**src/rtl/ram_fifo_ctrl_if.sv**
```systemverilog
`timescale 1ns/1ps
`default_nettype none
// ============================================================================
//  Module   : ram_fifo_ctrl_if
//  Purpose  : Bundles the write stream, read stream and external RAM port of
//             the RAM-backed FIFO controller.
//  Ports    : s_valid/s_ready/s_data   - write-side stream
//             m_valid/m_ready/m_data   - read-side stream
//             ram_w*/ram_r*            - single-cycle-latency RAM port
//  Modports : slave  - the FIFO controller
//             master - the surrounding system (producer, consumer, RAM)
//  Revision : 1.0  initial release
// ============================================================================
interface ram_fifo_ctrl_if #(
  parameter int DATA_W = 32,
  parameter int ADDR_W = 11
);
  logic              s_valid;
  logic              s_ready;
  logic [DATA_W-1:0] s_data;
  logic              m_valid;
  logic              m_ready;
  logic [DATA_W-1:0] m_data;
  logic [ADDR_W-1:0] ram_waddr;
  logic [DATA_W-1:0] ram_wdata;
  logic              ram_wen;
  logic [ADDR_W-1:0] ram_raddr;
  logic              ram_ren;
  logic [DATA_W-1:0] ram_rdata;

  modport slave (
    input  s_valid, s_data, m_ready, ram_rdata,
    output s_ready, m_valid, m_data,
           ram_waddr, ram_wdata, ram_wen, ram_raddr, ram_ren
  );

  modport master (
    output s_valid, s_data, m_ready, ram_rdata,
    input  s_ready, m_valid, m_data,
           ram_waddr, ram_wdata, ram_wen, ram_raddr, ram_ren
  );
endinterface
`default_nettype wire

```
**src/rtl/ram_fifo_ctrl.sv**
```systemverilog
`timescale 1ns/1ps
`default_nettype none
// ============================================================================
//  Module   : ram_fifo_ctrl
//  Purpose  : FIFO controller around an external single-port-pair RAM with
//             one cycle read latency. A two-entry output buffer prefetches
//             from RAM so the read side can sustain one word per cycle.
//  Ports    : clk          - clock, rising edge
//             rst          - asynchronous active-high reset
//             flush        - synchronous clear of all contents
//             bus          - stream + RAM port bundle (slave modport)
//             count        - words held (RAM + in-flight + output buffer)
//             almost_full  - count >= AF_LEVEL
//             almost_empty - count <= AE_LEVEL
//  Revision : 1.0  initial release
// ============================================================================
module ram_fifo_ctrl #(
  parameter int DATA_W   = 32,
  parameter int ADDR_W   = 11,
  parameter int AF_LEVEL = (2**ADDR_W) - 4,
  parameter int AE_LEVEL = 4
) (
  input  wire logic          clk,
  input  wire logic          rst,
  input  wire logic          flush,
  ram_fifo_ctrl_if.slave     bus,
  output logic [ADDR_W:0]    count,
  output logic               almost_full,
  output logic               almost_empty
);

  localparam int              DEPTH    = 2**ADDR_W;
  localparam logic [ADDR_W:0] DEPTH_V  = (ADDR_W+1)'(DEPTH);
  localparam logic [ADDR_W:0] AF_V     = (ADDR_W+1)'(AF_LEVEL);
  localparam logic [ADDR_W:0] AE_V     = (ADDR_W+1)'(AE_LEVEL);

  logic [ADDR_W-1:0] wptr;
  logic [ADDR_W-1:0] rptr;
  logic [ADDR_W:0]   ram_cnt;   // words committed to RAM, not yet read out
  logic              inflight;  // a read issued last edge returns this cycle
  logic [1:0]        buf_cnt;
  logic [DATA_W-1:0] buf0;      // head of queue
  logic [DATA_W-1:0] buf1;

  logic              push;
  logic              pop;
  logic              rd;
  logic [2:0]        buf_pending;
  logic [1:0]        buf_left;

  // Gating with rst keeps s_ready low while reset is held even though count
  // already reads zero.
  assign bus.s_ready  = ~rst & ~flush & (count < DEPTH_V);
  assign push         = bus.s_valid & bus.s_ready;
  assign bus.m_valid  = (buf_cnt != 2'd0);
  assign pop          = bus.m_valid & bus.m_ready & ~flush;
  assign bus.m_data   = buf0;

  // Buffer slots already claimed after this edge: held words plus the word
  // returning now, minus the one leaving. A read is issued only if its data
  // will have a free slot when it returns.
  assign buf_pending  = {1'b0, buf_cnt} + {2'b0, inflight} - {2'b0, pop};
  assign buf_left     = buf_cnt - {1'b0, pop};
  // ram_cnt only counts words whose write edge has passed, so a word is
  // never read from an address in the cycle it is being written.
  assign rd           = ~flush & (ram_cnt != '0) & (buf_pending < 3'd2);

  assign bus.ram_wen   = push;
  assign bus.ram_waddr = wptr;
  assign bus.ram_wdata = bus.s_data;
  assign bus.ram_ren   = rd;
  assign bus.ram_raddr = rptr;

  assign almost_full  = (count >= AF_V);
  assign almost_empty = (count <= AE_V);

  always_ff @(posedge clk or posedge rst) begin
    if (rst) begin
      wptr     <= '0;
      rptr     <= '0;
      ram_cnt  <= '0;
      count    <= '0;
      inflight <= 1'b0;
      buf_cnt  <= 2'd0;
      buf0     <= '0;
      buf1     <= '0;
    end else if (flush) begin
      // Clearing inflight drops whatever the RAM returns next cycle.
      wptr     <= '0;
      rptr     <= '0;
      ram_cnt  <= '0;
      count    <= '0;
      inflight <= 1'b0;
      buf_cnt  <= 2'd0;
      buf0     <= '0;
      buf1     <= '0;
    end else begin
      if (push) wptr <= wptr + ADDR_W'(1);
      if (rd)   rptr <= rptr + ADDR_W'(1);
      ram_cnt  <= ram_cnt + (ADDR_W+1)'(push) - (ADDR_W+1)'(rd);
      count    <= count   + (ADDR_W+1)'(push) - (ADDR_W+1)'(pop);
      inflight <= rd;
      if (pop) buf0 <= buf1;
      // Returning data lands in the first free slot after the pop shift;
      // when that slot is the head it overrides the shift above.
      if (inflight) begin
        if (buf_left == 2'd0) buf0 <= bus.ram_rdata;
        else                  buf1 <= bus.ram_rdata;
      end
      buf_cnt  <= buf_left + {1'b0, inflight};
    end
  end

endmodule
`default_nettype wire

```
**src/flat_wrapper.sv**
```systemverilog
// flat-port wrapper written by rule: the top's interface ports become plain ports
module ram_fifo_ctrl_flat 
#(
  parameter int DATA_W   = 32,
  parameter int ADDR_W   = 11,
  parameter int AF_LEVEL = (2**ADDR_W) - 4,
  parameter int AE_LEVEL = 4
)
  (clk, rst, flush, count, almost_full, almost_empty, bus_s_valid, bus_s_data, bus_m_ready, bus_ram_rdata, bus_s_ready, bus_m_valid, bus_m_data, bus_ram_waddr, bus_ram_wdata, bus_ram_wen, bus_ram_raddr, bus_ram_ren);
  ram_fifo_ctrl_if #(.DATA_W(DATA_W), .ADDR_W(ADDR_W)) bus_i ();
  input  wire logic clk;
  input  wire logic rst;
  input  wire logic flush;
  output logic [ADDR_W:0] count;
  output logic almost_full;
  output logic almost_empty;
  input wire logic [$bits(bus_i.s_valid)-1:0] bus_s_valid;
  input wire logic [$bits(bus_i.s_data)-1:0] bus_s_data;
  input wire logic [$bits(bus_i.m_ready)-1:0] bus_m_ready;
  input wire logic [$bits(bus_i.ram_rdata)-1:0] bus_ram_rdata;
  output wire logic [$bits(bus_i.s_ready)-1:0] bus_s_ready;
  output wire logic [$bits(bus_i.m_valid)-1:0] bus_m_valid;
  output wire logic [$bits(bus_i.m_data)-1:0] bus_m_data;
  output wire logic [$bits(bus_i.ram_waddr)-1:0] bus_ram_waddr;
  output wire logic [$bits(bus_i.ram_wdata)-1:0] bus_ram_wdata;
  output wire logic [$bits(bus_i.ram_wen)-1:0] bus_ram_wen;
  output wire logic [$bits(bus_i.ram_raddr)-1:0] bus_ram_raddr;
  output wire logic [$bits(bus_i.ram_ren)-1:0] bus_ram_ren;
  assign bus_i.s_valid = bus_s_valid;
  assign bus_i.s_data = bus_s_data;
  assign bus_i.m_ready = bus_m_ready;
  assign bus_i.ram_rdata = bus_ram_rdata;
  assign bus_s_ready = bus_i.s_ready;
  assign bus_m_valid = bus_i.m_valid;
  assign bus_m_data = bus_i.m_data;
  assign bus_ram_waddr = bus_i.ram_waddr;
  assign bus_ram_wdata = bus_i.ram_wdata;
  assign bus_ram_wen = bus_i.ram_wen;
  assign bus_ram_raddr = bus_i.ram_raddr;
  assign bus_ram_ren = bus_i.ram_ren;
  ram_fifo_ctrl #(.DATA_W(DATA_W), .ADDR_W(ADDR_W), .AF_LEVEL(AF_LEVEL), .AE_LEVEL(AE_LEVEL)) u_core (.clk(clk), .rst(rst), .flush(flush), .bus(bus_i), .count(count), .almost_full(almost_full), .almost_empty(almost_empty));
endmodule
```
**config.mk**
```make
export PLATFORM = sky130hd
export DESIGN_NAME = ram_fifo_ctrl_flat
export DESIGN_NICKNAME = d
export VERILOG_FILES = /design/src/rtl/ram_fifo_ctrl_if.sv /design/src/rtl/ram_fifo_ctrl.sv /design/src/flat_wrapper.sv
export SDC_FILE = /design/constraint.sdc
export NUM_CORES = 1
export LEC_CHECK = 0
export BUFFER_PORTS_ARGS = -buffer_cell sky130_fd_sc_hd__clkbuf_2
export CAP_MARGIN = 20
export CORE_MARGIN = 10
export CORE_UTILIZATION = 57
export DETAILED_ROUTE_END_ITERATION = 7
export HOLD_SLACK_MARGIN = 0.06
export PLACE_DENSITY = 0.86
export SYNTH_ARGS = -nofsm -noshare
export SYNTH_HDL_FRONTEND = slang
export SYNTH_SLANG_ARGS = --single-unit
```
**constraint.sdc**
```tcl
create_clock -name clk -period 12 [get_ports clk]
set_input_delay 0.6 -clock clk [delete_from_list [all_inputs] [get_ports clk]]
set_output_delay 0.6 -clock clk [all_outputs]
set_load 0.005 [all_outputs]
```
== Word level (Yosys, flattened, before mapping) ==
Index checks and enable logic that the tools add are counted.

* $add $sub $neg: 10
* Muxes and demuxes: 15
* Bitwise gates (word level): 9
* Order comparisons: 4
* Reduce and logical (&&, ||, !) cells: 7
* Eq/ne operators: 1

{| class="wikitable"
|+ Operators with widths
! cell !! count
|-
| $mux 32 || 7
|-
| $mux 11 || 4
|-
| $add 12x1->12 || 2
|-
| $mux 12 || 2
|-
| $sub 12x1->12 || 2
|-
| $add 11x1->11 const B || 2
|-
| $ge 12x11->1 const B || 1
|-
| $le 12x3->1 const B || 1
|-
| $lt 12x12->1 const B || 1
|-
| $reduce_bool 12->1 || 1
|-
| $reduce_bool 2->1 || 4
|-
| $and 1x1->1 || 7
|-
| $add 2x1->3 || 1
|-
| $lt 3x2->1 const B || 1
|-
| $sub 3x1->3 || 1
|-
| $add 2x1->2 || 1
|-
| $logic_not 2->1 || 1
|-
| $mux 2 || 1
|-
| $ne 2x2->1 const B || 1
|-
| $not 1->1 || 2
|-
| $reduce_and 2->1 || 1
|-
| $sub 2x1->2 || 1
|-
| $mux 1 || 1
|}

* Logic and storage cells: 54
* Bits of input ports: 69
* Output and inout bits: 104
* Bits in registers: 113

== Logic depth before layout (Yosys ltp) ==
Gate-level depths: netlist of run 1.

* Word-level depth: 8
* Depth in mapped cells: 20
* Gate-level depth less buffers: 18

== Worst setup path before layout of run 1 ==
No wires, ideal clock.

* Path kind: in2reg
* Start point: input port flush
* End point: register u_core.ram_cnt[10]
* Path slack: 7.788 ns
* Data arrival time: 4.080 ns
* Library setup time: 0.132 ns
* Buffers on the path: 2
* Required time: 11.868 ns
* Cell stages on the path: 19
* Path through: inv_1 > and3_1 > buf_4 > nor2b_1 > o21ai_0 > fa_1 > xnor2_1 > o2111ai_2 > buf_2 > inv_1 > ha_1 > inv_1 > ha_1 > fa_1 > a211o_1 > a31oi_1 > o211ai_1 > xnor2_1 > nor2_1

* Cells in the longest elaborated chain, start to end: 7
* Elaborated cells between the ends (all ways): 12
* Those cells by class: add/sub: 3; order compare: 1; mux: 1; bitwise: 7

{| class="wikitable"
|+ RTL lines
! what !! RTL line !! source
|-
| start: declaration || flat_wrapper.sv:13 || <nowiki>input wire logic flush;</nowiki>
|-
| $not 1->1 * || ram_fifo_ctrl.sv:56, ram_fifo_ctrl.sv:66 ||
|-
| $and 1x1->1 || ram_fifo_ctrl.sv:56 || <nowiki>assign pop = bus.m_valid & bus.m_ready & ~flush;</nowiki>
|-
| $sub 3x1->3 || ram_fifo_ctrl.sv:62 || <nowiki>assign buf_pending = {1'b0, buf_cnt} + {2'b0, inflight} - {2'b0, pop};</nowiki>
|-
| $lt 3x2->1 || ram_fifo_ctrl.sv:66 || <nowiki>assign rd = ~flush & (ram_cnt != '0) & (buf_pending < 3'd2);</nowiki>
|-
| $and 1x1->1 * || ram_fifo_ctrl.sv:66 ||
|-
| net bus_ram_ren || flat_wrapper.sv:28 || <nowiki>output wire logic [$bits(bus_i.ram_ren)-1:0] bus_ram_ren;</nowiki>
|-
| $sub 12x1->12 * || ram_fifo_ctrl.sv:100 || <nowiki>ram_cnt <= ram_cnt + (ADDR_W+1)'(push) - (ADDR_W+1)'(rd);</nowiki>
|-
| $mux 12 * || ram_fifo_ctrl.sv:87 || <nowiki>end else if (flush) begin</nowiki>
|-
| end signal: assignment || ram_fifo_ctrl.sv:100 ||
|-
| end: declaration || ram_fifo_ctrl.sv:39 || <nowiki>logic [ADDR_W:0] ram_cnt;</nowiki>
|}

Mark *: on every way through the listed nets, which the timed path passes. The rest lies on a longest branch.
A chain may end at the register's enable or synchronous reset.

== Worst setup path in the final report of run 1 ==
* Start point: register u_core.buf_cnt[1]
* End point: register u_core.ram_cnt[10]

* Cells in the longest elaborated chain, start to end: 8
* Elaborated cells between the ends (all ways): 9
* Those cells by class: add/sub: 3; order compare: 1; mux: 1; bitwise: 3; reduce/logical: 1

{| class="wikitable"
|+ RTL lines
! what !! RTL line !! source
|-
| start: declaration || ram_fifo_ctrl.sv:41 || <nowiki>logic [1:0] buf_cnt;</nowiki>
|-
| start signal: assignment || ram_fifo_ctrl.sv:110 || <nowiki>buf_cnt <= buf_left + {1'b0, inflight};</nowiki>
|-
| $reduce_bool 2->1 || ram_fifo_ctrl.sv:55 || <nowiki>assign bus.m_valid = (buf_cnt != 2'd0);</nowiki>
|-
| $and 1x1->1 (2 in a row) || ram_fifo_ctrl.sv:56 ||
|-
| $sub 3x1->3 * || ram_fifo_ctrl.sv:62 ||
|-
| $lt 3x2->1 * || ram_fifo_ctrl.sv:66 ||
|-
| $and 1x1->1 * || ram_fifo_ctrl.sv:66 ||
|-
| $sub 12x1->12 * || ram_fifo_ctrl.sv:100 ||
|-
| $mux 12 * || ram_fifo_ctrl.sv:87 ||
|}

Every way passes the cells marked *; elsewhere a longest branch is shown, timed or not.

==> results of run 1 <==
-- state kept, by name (all words and copies together), names as in the netlist --
signal / cells
u_core.buf1: 32
u_core.bus.m_data: 32
u_core.count: 12
u_core.ram_cnt: 12
u_core.bus.ram_raddr: 11
u_core.bus.ram_waddr: 11
u_core.buf_cnt: 2
u_core.inflight: 1
-- power breakdown --
| part | internal [mW] | switching (mW) |
|---|---|---|
| Combinational | 0.405 | 0.512 |
| Clock | 0.307 | 0.189 |
| Sequential | 0.494 | 0.0814 |
-- through the flow --
stage	setup WS (ps)	util, %	area (um2)
finish	7080	68.0	7430
global route	6780	68.0	7430
CTS	6820	67.8	7410
floorplan	7790	-	6410
global placement	6700	62.0	6780
detailed placement	6510	62.5	6830
-- logic make-up after synthesis --
kind of cell    count (synthesis)  share of synthesized area, %
mux                            37                          5.97
flops                         113                          44.1
xor+xnor                       30                          4.10
fa+ha+maj                      45                          9.13
compound gates                122                          12.5
buf+inv                        99                          8.20
simple gates                  216                          16.0
-- placed cells by master (no fill, tap or decap), types with 9 or more instances in the layout --
cell and count:
clkbuf_16 17, a211oi_1 32, clkbuf_2 107, nor2b_1 16
xor2_1 9, o21ai_0 9, mux2i_1 33, nor2_1 70
ha_1 42, dfrtp_1 113, xnor2_1 21, a21oi_1 49
inv_1 35, nand2_1 80, nand3_1 11
-- layer usage --
layer / GRT usage (%) / vias to the layer above / part of all wire (%)
met5: 0 / - / 0
met3: 5.96 / 39 / 6.9
met4: 7.10 / 0 / 1.8
met1: 23.7 / 2499 / 41
met2: 33.8 / 171 / 50
li1: - / 2360 / -
-- critical path: cells and delay by family (launching register included) --
family | cells | cell delay (ps)
and+or+nand+nor | 4 | 850
xor gates and xnor gates | 2 | 370
DFF | 1 | 440
buffers and inverters | 4 | 580
AOI/OAI and AO/OA | 5 | 1300
adders and majority gates | 4 | 1200
-- cell type report --
cell class                      count  area (um2)
Clock buffer                       17         425
Clock inverter                     15         156
Fill cell                         824        3500
Inverter                           37         143
Multi-Input combinational cell    450        3060
Sequential cell                   113        2830
Tap cell                          140         175
Timing Repair Buffer              114         641
-- how the worst min path moves through the flow --
stage	startpoint	endpoint	slack, ps
floorplan	u_core.buf1[0]	u_core.buf1[0]	500
CTS	rst	u_core.bus.ram_raddr[9]	340
detailed placement	u_core.buf1[22]	u_core.buf1[22]	520
global placement	u_core.buf1[15]	u_core.buf1[15]	510
finish	rst	u_core.bus.ram_raddr[6]	310
global route	rst	u_core.bus.ram_raddr[4]	370
==> results.yml, run 1 <==
critical_path:
  cp_common_cell: "inv_1"
  cpPeakStageDelay_ps: 480
  crit_end: "u_core.ram_cnt[10]"
  r2r_start: "u_core.buf_cnt[1]"
  path_class: "reg2reg"
  startpoint: "u_core.buf_cnt[1]"
  crit_arrival_ps: 5160
  r2r_slack_ps: 7080
  worstSetupStartpointType: "flop"
  timing.rr.end: "u_core.ram_cnt[10]"
  crit_fanout: 25
  worstSetupEndpointType: "flop"
  worstPathRequired_ps: 12240
  cp_cell_sequence: "nor2_1 > inv_1 > and3_2 > buf_12 > nor2b_1 > o21ai_0 > fa_1 > xnor2_1 > o2111ai_2 > inv_1 > ha_1 > inv_1 > ha_1 > fa_1 > a211o_1 > a31oi_1 > o211ai_1 > xnor2_1 > nor2_1"
  rr_worst_depth: 19
  worst_path_max_delay_cell: "and3_2"
pwr:
  leakage_nw: 3.52
  power_per_cell_area_mw_per_mm2: 267
  vdd_drop_max_mv: 0.142
  p_total_mw: 1.99
layout:
  final_nets: 847
  area_growth_pct: 15.9
  fin_cells: 886
  num_antenna_cells: 0
  drive_above_1_share_pct: 22.3
clock_tree:
  hold_buffers: 0
  post_cts_buffers: 0
  cts_sinks: 113
  clk_latency_ps: 410
  cts.reportedPaths.clkPinSlew_ps: 50
  post_cts_resized: 0
  clk_path_buf_depth: 2
  cts_tree: "yes"
  cts_made_buffers: 17
  h-tree-depth: 4
  cts_root_buffer: "clkbuf_16"
sta:
  fin_hold_ws_ps: 312
  drv_slew: 0
  finalSetupViolCount: 0
  fmax_ghz: 0.203
  period_minus_slack_ps: 4920
  timing.final.hold_violations: 0
  maxSlewHeadroom_pct: 30.2
  tightest_slew_ps: 1050
  fin_crit_sh_pct: 41.0
  setup-tns-final_ps: 0
  rsz0062_at_grt: "no"
  skew_ps: 13.0
job:
  cap_viol_max_count: 0
routing:
  via_per_inst: 5.72
  drc: 0
  dr.pass1.iters: 5
  ant_nets: 0
  vias: 5069
  drt_wl_total_um: 15900
  drtIter0Drc: 449
  routedWlPerCell_um: 18.0
synth:
  synth_common_cells: "113 x dfrtp_1, 80 x nand2_1, 70 x nor2_1, 49 x a21oi_1, 42 x ha_1"
  avgSynthCellArea_um2: 9.68
  synthTopCellsByArea: "dfrtp_1 44%, ha_1 8.2%, mux2i_1 5.2%, nand2_1 4.7%, nor2_1 4.1%"
  synth_seq_cells: 113
  synth.most_common_cell: "dfrtp_1"
  synth_fp_nets: 776
  synth_area_mm2: 0.00641
  synth_seq_area_share_pct: 44.1
  synth_top_area_cell: "dfrtp_1"
  synthArstFlopShare_pct: 100
  synth_cell_type_count: 53
  yosys.area.top_type_share_pct: 44.1
  synth-main-ff-cell: "dfrtp_1"
  synth_edf_count: 0
  yosysWarnings: 0
  syn_inst: 662
die:
  die_x_um: 126
  ioPinCount: 173
  initial_core_util_pct: 58.6
  fp.dieH_um: 126
  die-area_mm2: 0.0159
  rows: 38
  core_area_mm2: 0.0109
global_routing:
  grt_first_pass_wirelength_um: 26800
  grt.total_usage_pct: 20.0
  grt_max_degree: 102
  grt_overflow: 0
  grt_pass1_vias: 5333
  grt_antenna_before_repair: 0
status:
  status: "complete, no violations"
place:
  dp_hpwl_um: 10700
  place_congestion: 0.897
  port_buffers: 108
  dpl.cell_count: 853
min_path:
  hold_class: "in2async"
(Power assumes the default switching activity.)
==> run 2, diff against run 1 <==
--- a/config.mk
+++ b/config.mk
@@ -8,10 +8,10 @@
 export BUFFER_PORTS_ARGS = -buffer_cell sky130_fd_sc_hd__clkbuf_2
 export CAP_MARGIN = 20
 export CORE_MARGIN = 10
-export CORE_UTILIZATION = 57
+export CORE_UTILIZATION = 53
 export DETAILED_ROUTE_END_ITERATION = 7
 export HOLD_SLACK_MARGIN = 0.06
-export PLACE_DENSITY = 0.86
+export PLACE_DENSITY = 0.8
 export SYNTH_ARGS = -nofsm -noshare
 export SYNTH_HDL_FRONTEND = slang
 export SYNTH_SLANG_ARGS = --single-unit
==> constraint.sdc (replaced) <==
create_clock -name clk -period 5.1 [get_ports clk]
set_input_delay 0.255 -clock clk [delete_from_list [all_inputs] [get_ports clk]]
set_output_delay 0.255 -clock clk [all_outputs]
set_load 0.005 [all_outputs]
==> run 2 against run 1 <==
Net effect:
- fmax rose by 9.6%
- critical endpoint unchanged
- largest cell class unchanged
- cell count rose by 1.1%
- highest routed layer unchanged
- largest power group unchanged
- routed wire length fell by 1.8%
- via count fell by 1.5%
- sequential share of layout area fell by 0.24 points
- first-iteration DRC count fell by 27%
==> results.yml, run 2 (same netlist as run 1, synthesis figures left out) <==
critical_path:
  worstPathRequired_ps: 5380
  worstSetupEndpointType: "flop"
  crit_fanout: 20
  r2r_slack_ps: 610
  crit_arrival_ps: 4770
  startpoint: "u_core.buf_cnt[1]"
  rr_worst_depth: 19
  worstSetupStartpointType: "flop"
  timing.rr.end: "u_core.ram_cnt[10]"
  r2r_start: "u_core.buf_cnt[1]"
  crit_end: "u_core.ram_cnt[10]"
  path_class: "reg2reg"
layout:
  area_growth_pct: 16.6
  n_fill_cell: 994
  drive_above_1_share_pct: 21.6
  num_antenna_cells: 0
  layout_commonest_cell: "dfrtp_1"
  layout_common_cells: "113 x dfrtp_1, 107 x clkbuf_2, 80 x nand2_1"
  final_nets: 852
global_routing:
  grt_pass1_vias: 5268
  grt_antenna_before_repair: 0
  grt.total_usage_pct: 19.0
  grt_max_degree: 115
  grt_first_pass_wirelength_um: 26000
  grt_overflow: 0
sta:
  timing.final.hold_violations: 0
  skew_ps: 6.42
  period_minus_slack_ps: 4490
  setup-tns-final_ps: 0
  fmax_ghz: 0.223
  tightest_slew_ps: 722
  rsz0062_at_grt: "no"
  finalSetupViolCount: 0
  fin_crit_sh_pct: 88.1
  maxSlewHeadroom_pct: 51.9
  drv_slew: 0
die:
  die_x_um: 130
  ioPinCount: 173
  core_area_mm2: 0.0119
  fp.dieH_um: 130
  rows: 40
  initial_core_util_pct: 53.8
  die-area_mm2: 0.0169
routing:
  dr.pass1.iters: 5
  drtIter0Drc: 328
  drt_wl_total_um: 15700
  ant_nets: 0
  drc: 0
  routedWlPerCell_um: 17.5
  vias: 4995
  via_per_inst: 5.57
place:
  place_congestion: 0.886
  dp_hpwl_um: 10800
  port_buffers: 108
pwr:
  power_per_cell_area_mw_per_mm2: 620
  vdd_drop_max_mv: 0.306
  leakage_nw: 3.54
  p_total_mw: 4.64
clock_tree:
  cts_tree: "yes"
  cts.reportedPaths.clkPinSlew_ps: 50
  clk_path_buf_depth: 2
  cts_sinks: 113
  post_cts_resized: 0
  clk_latency_ps: 410
  post_cts_buffers: 0
  cts_root_buffer: "clkbuf_16"
  h-tree-depth: 4
  cts_made_buffers: 17
status:
  status: "complete, no violations"
min_path:
  worstHoldStart: "bus_ram_rdata[16]"
  hold_class: "in2reg"
job:
  cap_viol_max_count: 0
-- run 2: cell count changes in the layout (fill, tap and decap cells not counted), sizes merged, moves of 2 or more --
cell and delta:
clkinv -3, inv -5, clkbuf +7, buf +2, dlygate4sd3 +3, clkinvlp -2
-- run 2: final cells by class --
cell class	instances	area, um2	share of cell area [%]
clock inverters	6	105	1.41
well taps	147	184	2.46
clock buffers	24	482	6.44
inverters	37	143	1.91
flip-flops and latches	113	2830	37.8
repair buffers	119	673	9.00
multi-input cells	450	3060	41.0
-- run 2: critical path, stage by stage, from the launching register on --
cell and delay [ps]:
dfrtp_1 440, nor2_1 120, inv_1 60, and3_2 230, buf_4 240, nor2b_1 130
o21ai_0 100, fa_1 390, xnor2_1 190, o2111ai_2 370, inv_1 220, ha_1 160
inv_1 40, ha_1 200, fa_1 430, a211o_1 320, a31oi_1 310, o211ai_1 160
xnor2_1 170, nor2_1 60
-- run 2: layer usage --
layer  wire (um)  vias up  share of wire, %  track usage, %
li1            -     2380                 -               -
met4         360        0               2.3            8.07
met1        6570     2433                42            22.4
met3        1060       38               6.7            5.96
met2        7670      144                49            31.4
met5           0        -                 0               0
-- run 2: worst min path at each step --
stage / to / slack (ps) / cells past startpoint
4_1_cts: u_core.buf1[16] / 60 / 3
6_report: u_core.buf1[16] / 70 / 3
3_5_place_dp: u_core.count[11] / 460 / 2
2_1_floorplan: u_core.buf1[0] / 390 / 2
5_1_grt: u_core.buf1[1] / 80 / 3
3_3_place_gp: u_core.count[11] / 440 / 2
-- run 2: timing repair --
item                       4_1_cts  5_1_grt
hold buffers                     3        0
hold endpoints to repair        58        0
setup endpoints to repair        0        0
-- run 2: per-stage QoR --
| step | cell area (um2) | worst slack, ps | util (%) | cells | hold WS [ps] |
|---|---|---|---|---|---|
| 3_3_place_gp | 6810 | 833 | 57.1 | 861 | 439 |
| 2_1_floorplan | 6410 | 1050 | - | 662 | 386 |
| 3_5_place_dp | 6830 | 636 | 57.4 | 862 | 460 |
| 6_report | 7480 | 608 | 62.8 | 896 | 68.7 |
| 4_1_cts | 7450 | 593 | 62.6 | 895 | 60.1 |
| 5_1_grt | 7480 | 358 | 62.8 | 896 | 79.1 |
-- run 2: power by group --
part | total, mW | switching [mW] | internal [mW]
registers | 1.35 | 0.189 | 1.16
logic | 2.09 | 1.16 | 0.938
clock network | 1.19 | 0.393 | 0.798
total | 4.64 | 1.74 | 2.90
==> run 3, diff against run 2 <==
--- a/config.mk
+++ b/config.mk
@@ -11,7 +11,7 @@
 export CORE_UTILIZATION = 53
 export DETAILED_ROUTE_END_ITERATION = 7
 export HOLD_SLACK_MARGIN = 0.06
-export PLACE_DENSITY = 0.8
+export PLACE_DENSITY = 0.77
 export SYNTH_ARGS = -nofsm -noshare
 export SYNTH_HDL_FRONTEND = slang
 export SYNTH_SLANG_ARGS = --single-unit
==> run 3 against run 2 <==
Net effect:
- hold slack got worse by 0.95 ps
- clock skew increased by 2.8 ps
- setup slack improved by 83 ps
- routed wire length decreased by 0.24%
- clock power increased by 8%
- sequential cell count unchanged
- fmax increased by 1.9%
- cell count increased by 1.2%
- highest routed layer unchanged
==> results.yml, run 3 (same netlist as run 1, synthesis figures left out) <==
global_routing:
  grt_antenna_before_repair: 1
  grt.total_usage_pct: 19.1
  grt_pass1_vias: 5255
  grt_overflow: 0
  grt_max_degree: 115
  grt_first_pass_wirelength_um: 25900
clock_tree:
  h-tree-depth: 4
  cts_tree: "yes"
  clk_path_buf_depth: 2
  cts.reportedPaths.clkPinSlew_ps: 50
  cts_root_buffer: "clkbuf_16"
  post_cts_resized: 0
  cts_made_buffers: 17
  cts_sinks: 113
  clk_latency_ps: 420
pwr:
  p_comb_share_pct: 44.7
  vdd_drop_max_mv: 0.373
  internal_power_mw: 2.97
  p_total_mw: 4.74
  leakage_nw: 3.60
  clockPowerShare_pct: 26.9
  p_seq_share_pct: 28.4
  sw_frac_of_total_pct: 37.4
  switchingPower_mw: 1.77
  power_per_cell_area_mw_per_mm2: 623
min_path:
  hold_end: "u_core.buf1[24]"
  hold_class: "in2reg"
  hold_depth: 3
  worstHoldStart: "bus_ram_rdata[24]"
layout:
  area_growth_pct: 18.7
  drive_above_1_share_pct: 22.1
  layout_common_cells: "113 x dfrtp_1, 107 x clkbuf_2, 80 x nand2_1"
  fin_cells: 907
  layout_commonest_cell: "dfrtp_1"
  n_fill_cell: 980
  final_nets: 860
critical_path:
  cp_cell_sequence: "nor2_1 > inv_1 > and3_2 > nor2b_1 > o21ai_0 > fa_1 > xnor2_1 > o2111ai_2 > inv_1 > ha_1 > inv_1 > ha_1 > fa_1 > a211o_1 > a31oi_1 > o211ai_1 > xnor2_1 > nor2_1"
  worst_path_max_delay_cell: "dfrtp_1"
  worstSetupEndpointType: "flop"
  r2r_start: "u_core.buf_cnt[1]"
  path_class: "reg2reg"
  r2r_slack_ps: 690
  crit_fanout: 15
  cp_common_cell: "inv_1"
  timing.rr.end: "u_core.ram_cnt[10]"
  rr_worst_depth: 18
  crit_arrival_ps: 4700
  worstSetupStartpointType: "flop"
  cpPeakStageDelay_ps: 440
  worstPathRequired_ps: 5390
sta:
  timing.final.hold_violations: 0
  fmax_ghz: 0.227
  rsz0062_at_grt: "no"
  setup-tns-final_ps: 0
  finalSetupViolCount: 0
  maxSlewHeadroom_pct: 46.4
  period_minus_slack_ps: 4410
  fin_crit_sh_pct: 86.4
  tightest_slew_ps: 804
  drv_slew: 0
  skew_ps: 9.20
routing:
  routedWlPerCell_um: 17.2
  drc: 0
  via_per_inst: 5.56
  ant_nets: 0
  dr.pass1.iters: 4
  vias: 5047
  drtIter0Drc: 324
  drt_wl_total_um: 15600
die:
  rows: 40
  die-area_mm2: 0.0169
  die_x_um: 130
  core_area_mm2: 0.0119
  fp.dieH_um: 130
  initial_core_util_pct: 53.8
  ioPinCount: 173
place:
  dpl.cell_count: 861
  dp_hpwl_um: 10400
  place_congestion: 0.873
  port_buffers: 108
job:
  cap_viol_max_count: 0
status:
  status: "complete, no violations"
==> run 3: cell count changes in the layout (fill, tap and decap cells not counted), sizes merged <==
cell         change
bufinv           +1
clkinv           +3
clkinvlp         +1
dlygate4sd3      +8
diode            +1
clkbuf           -3
==> run 3: final cells by class <==
| cell class | instances | area, um2 | area share [%] |
|---|---|---|---|
| Clock buffer | 21 | 480 | 6.32 |
| Inverter | 37 | 143 | 1.88 |
| Clock inverter | 11 | 158 | 2.07 |
| Tap cell | 147 | 184 | 2.42 |
| Antenna cell | 1 | 2.50 | 0.0329 |
| Timing Repair Buffer | 127 | 748 | 9.84 |
| Multi-Input combinational cell | 450 | 3060 | 40.3 |
| Sequential cell | 113 | 2830 | 37.2 |
==> run 3: per-layer routing <==
| metal | vias up | global-route usage [%] | routed length (um) |
|---|---|---|---|
| li1 | 2387 | - | - |
| met1 | 2474 | 22.3 | 6580 |
| met2 | 162 | 31.7 | 7720 |
| met3 | 24 | 6.94 | 1050 |
| met4 | 0 | 6.88 | 271 |
| met5 | - | 0 | 0 |
==> run 3: worst max-delay path: cells and delay by family, from the launching register on <==
family	cells	cell delay, ps
AO/OA/AOI/OAI	5	1320
adder cells (fa/ha/maj)	4	1200
AND/OR/NAND/NOR	4	600
flip-flops	1	440
XOR/XNOR	2	400
buffers and inverters	3	320
==> run 3: stage by stage <==
step           area, um2  setup WS [ps]  utilization [%]  hold WS [ps]
2_1_floorplan       6410           1050                -           386
6_report            7610            691             63.9          67.8
3_3_place_gp        6800            987             57.1           398
3_5_place_dp        6810            762             57.2           415
4_1_cts             7560            682             63.5          60.6
5_1_grt             7610            472             63.9          70.1
==> run 3: repair_timing <==
item                                   4_1_cts  5_1_grt
hold buffers                                11        0
endpoints found under the hold margin       60        0
buffers inserted                             0        0
==> run 3: power by group through the flow <==
| stage | Sequential (mW) | Clock [mW] | Combinational [mW] |
|---|---|---|---|
| 6_report | 1.35 | 1.28 | 2.12 |
| 3_3_place_gp | 1.34 | 0 | 1.98 |
| 5_1_grt | 1.38 | 1.34 | 2.37 |
| 2_1_floorplan | 1.33 | 0 | 1.53 |
| 3_5_place_dp | 1.35 | 0 | 2.07 |
| 4_1_cts | 1.34 | 1.29 | 2.11 |
==> run 3: worst max path at each step <==
stage	from	depth (start not counted)	to	slack (ps)
4_1_cts	u_core.buf_cnt[1]	18	u_core.ram_cnt[10]	680
2_1_floorplan	u_core.buf_cnt[1]	20	u_core.ram_cnt[10]	1050
5_1_grt	u_core.buf_cnt[1]	18	u_core.ram_cnt[10]	470
3_5_place_dp	u_core.buf_cnt[1]	18	u_core.ram_cnt[10]	760
3_3_place_gp	flush	18	u_core.ram_cnt[10]	990
6_report	u_core.buf_cnt[1]	18	u_core.ram_cnt[10]	690
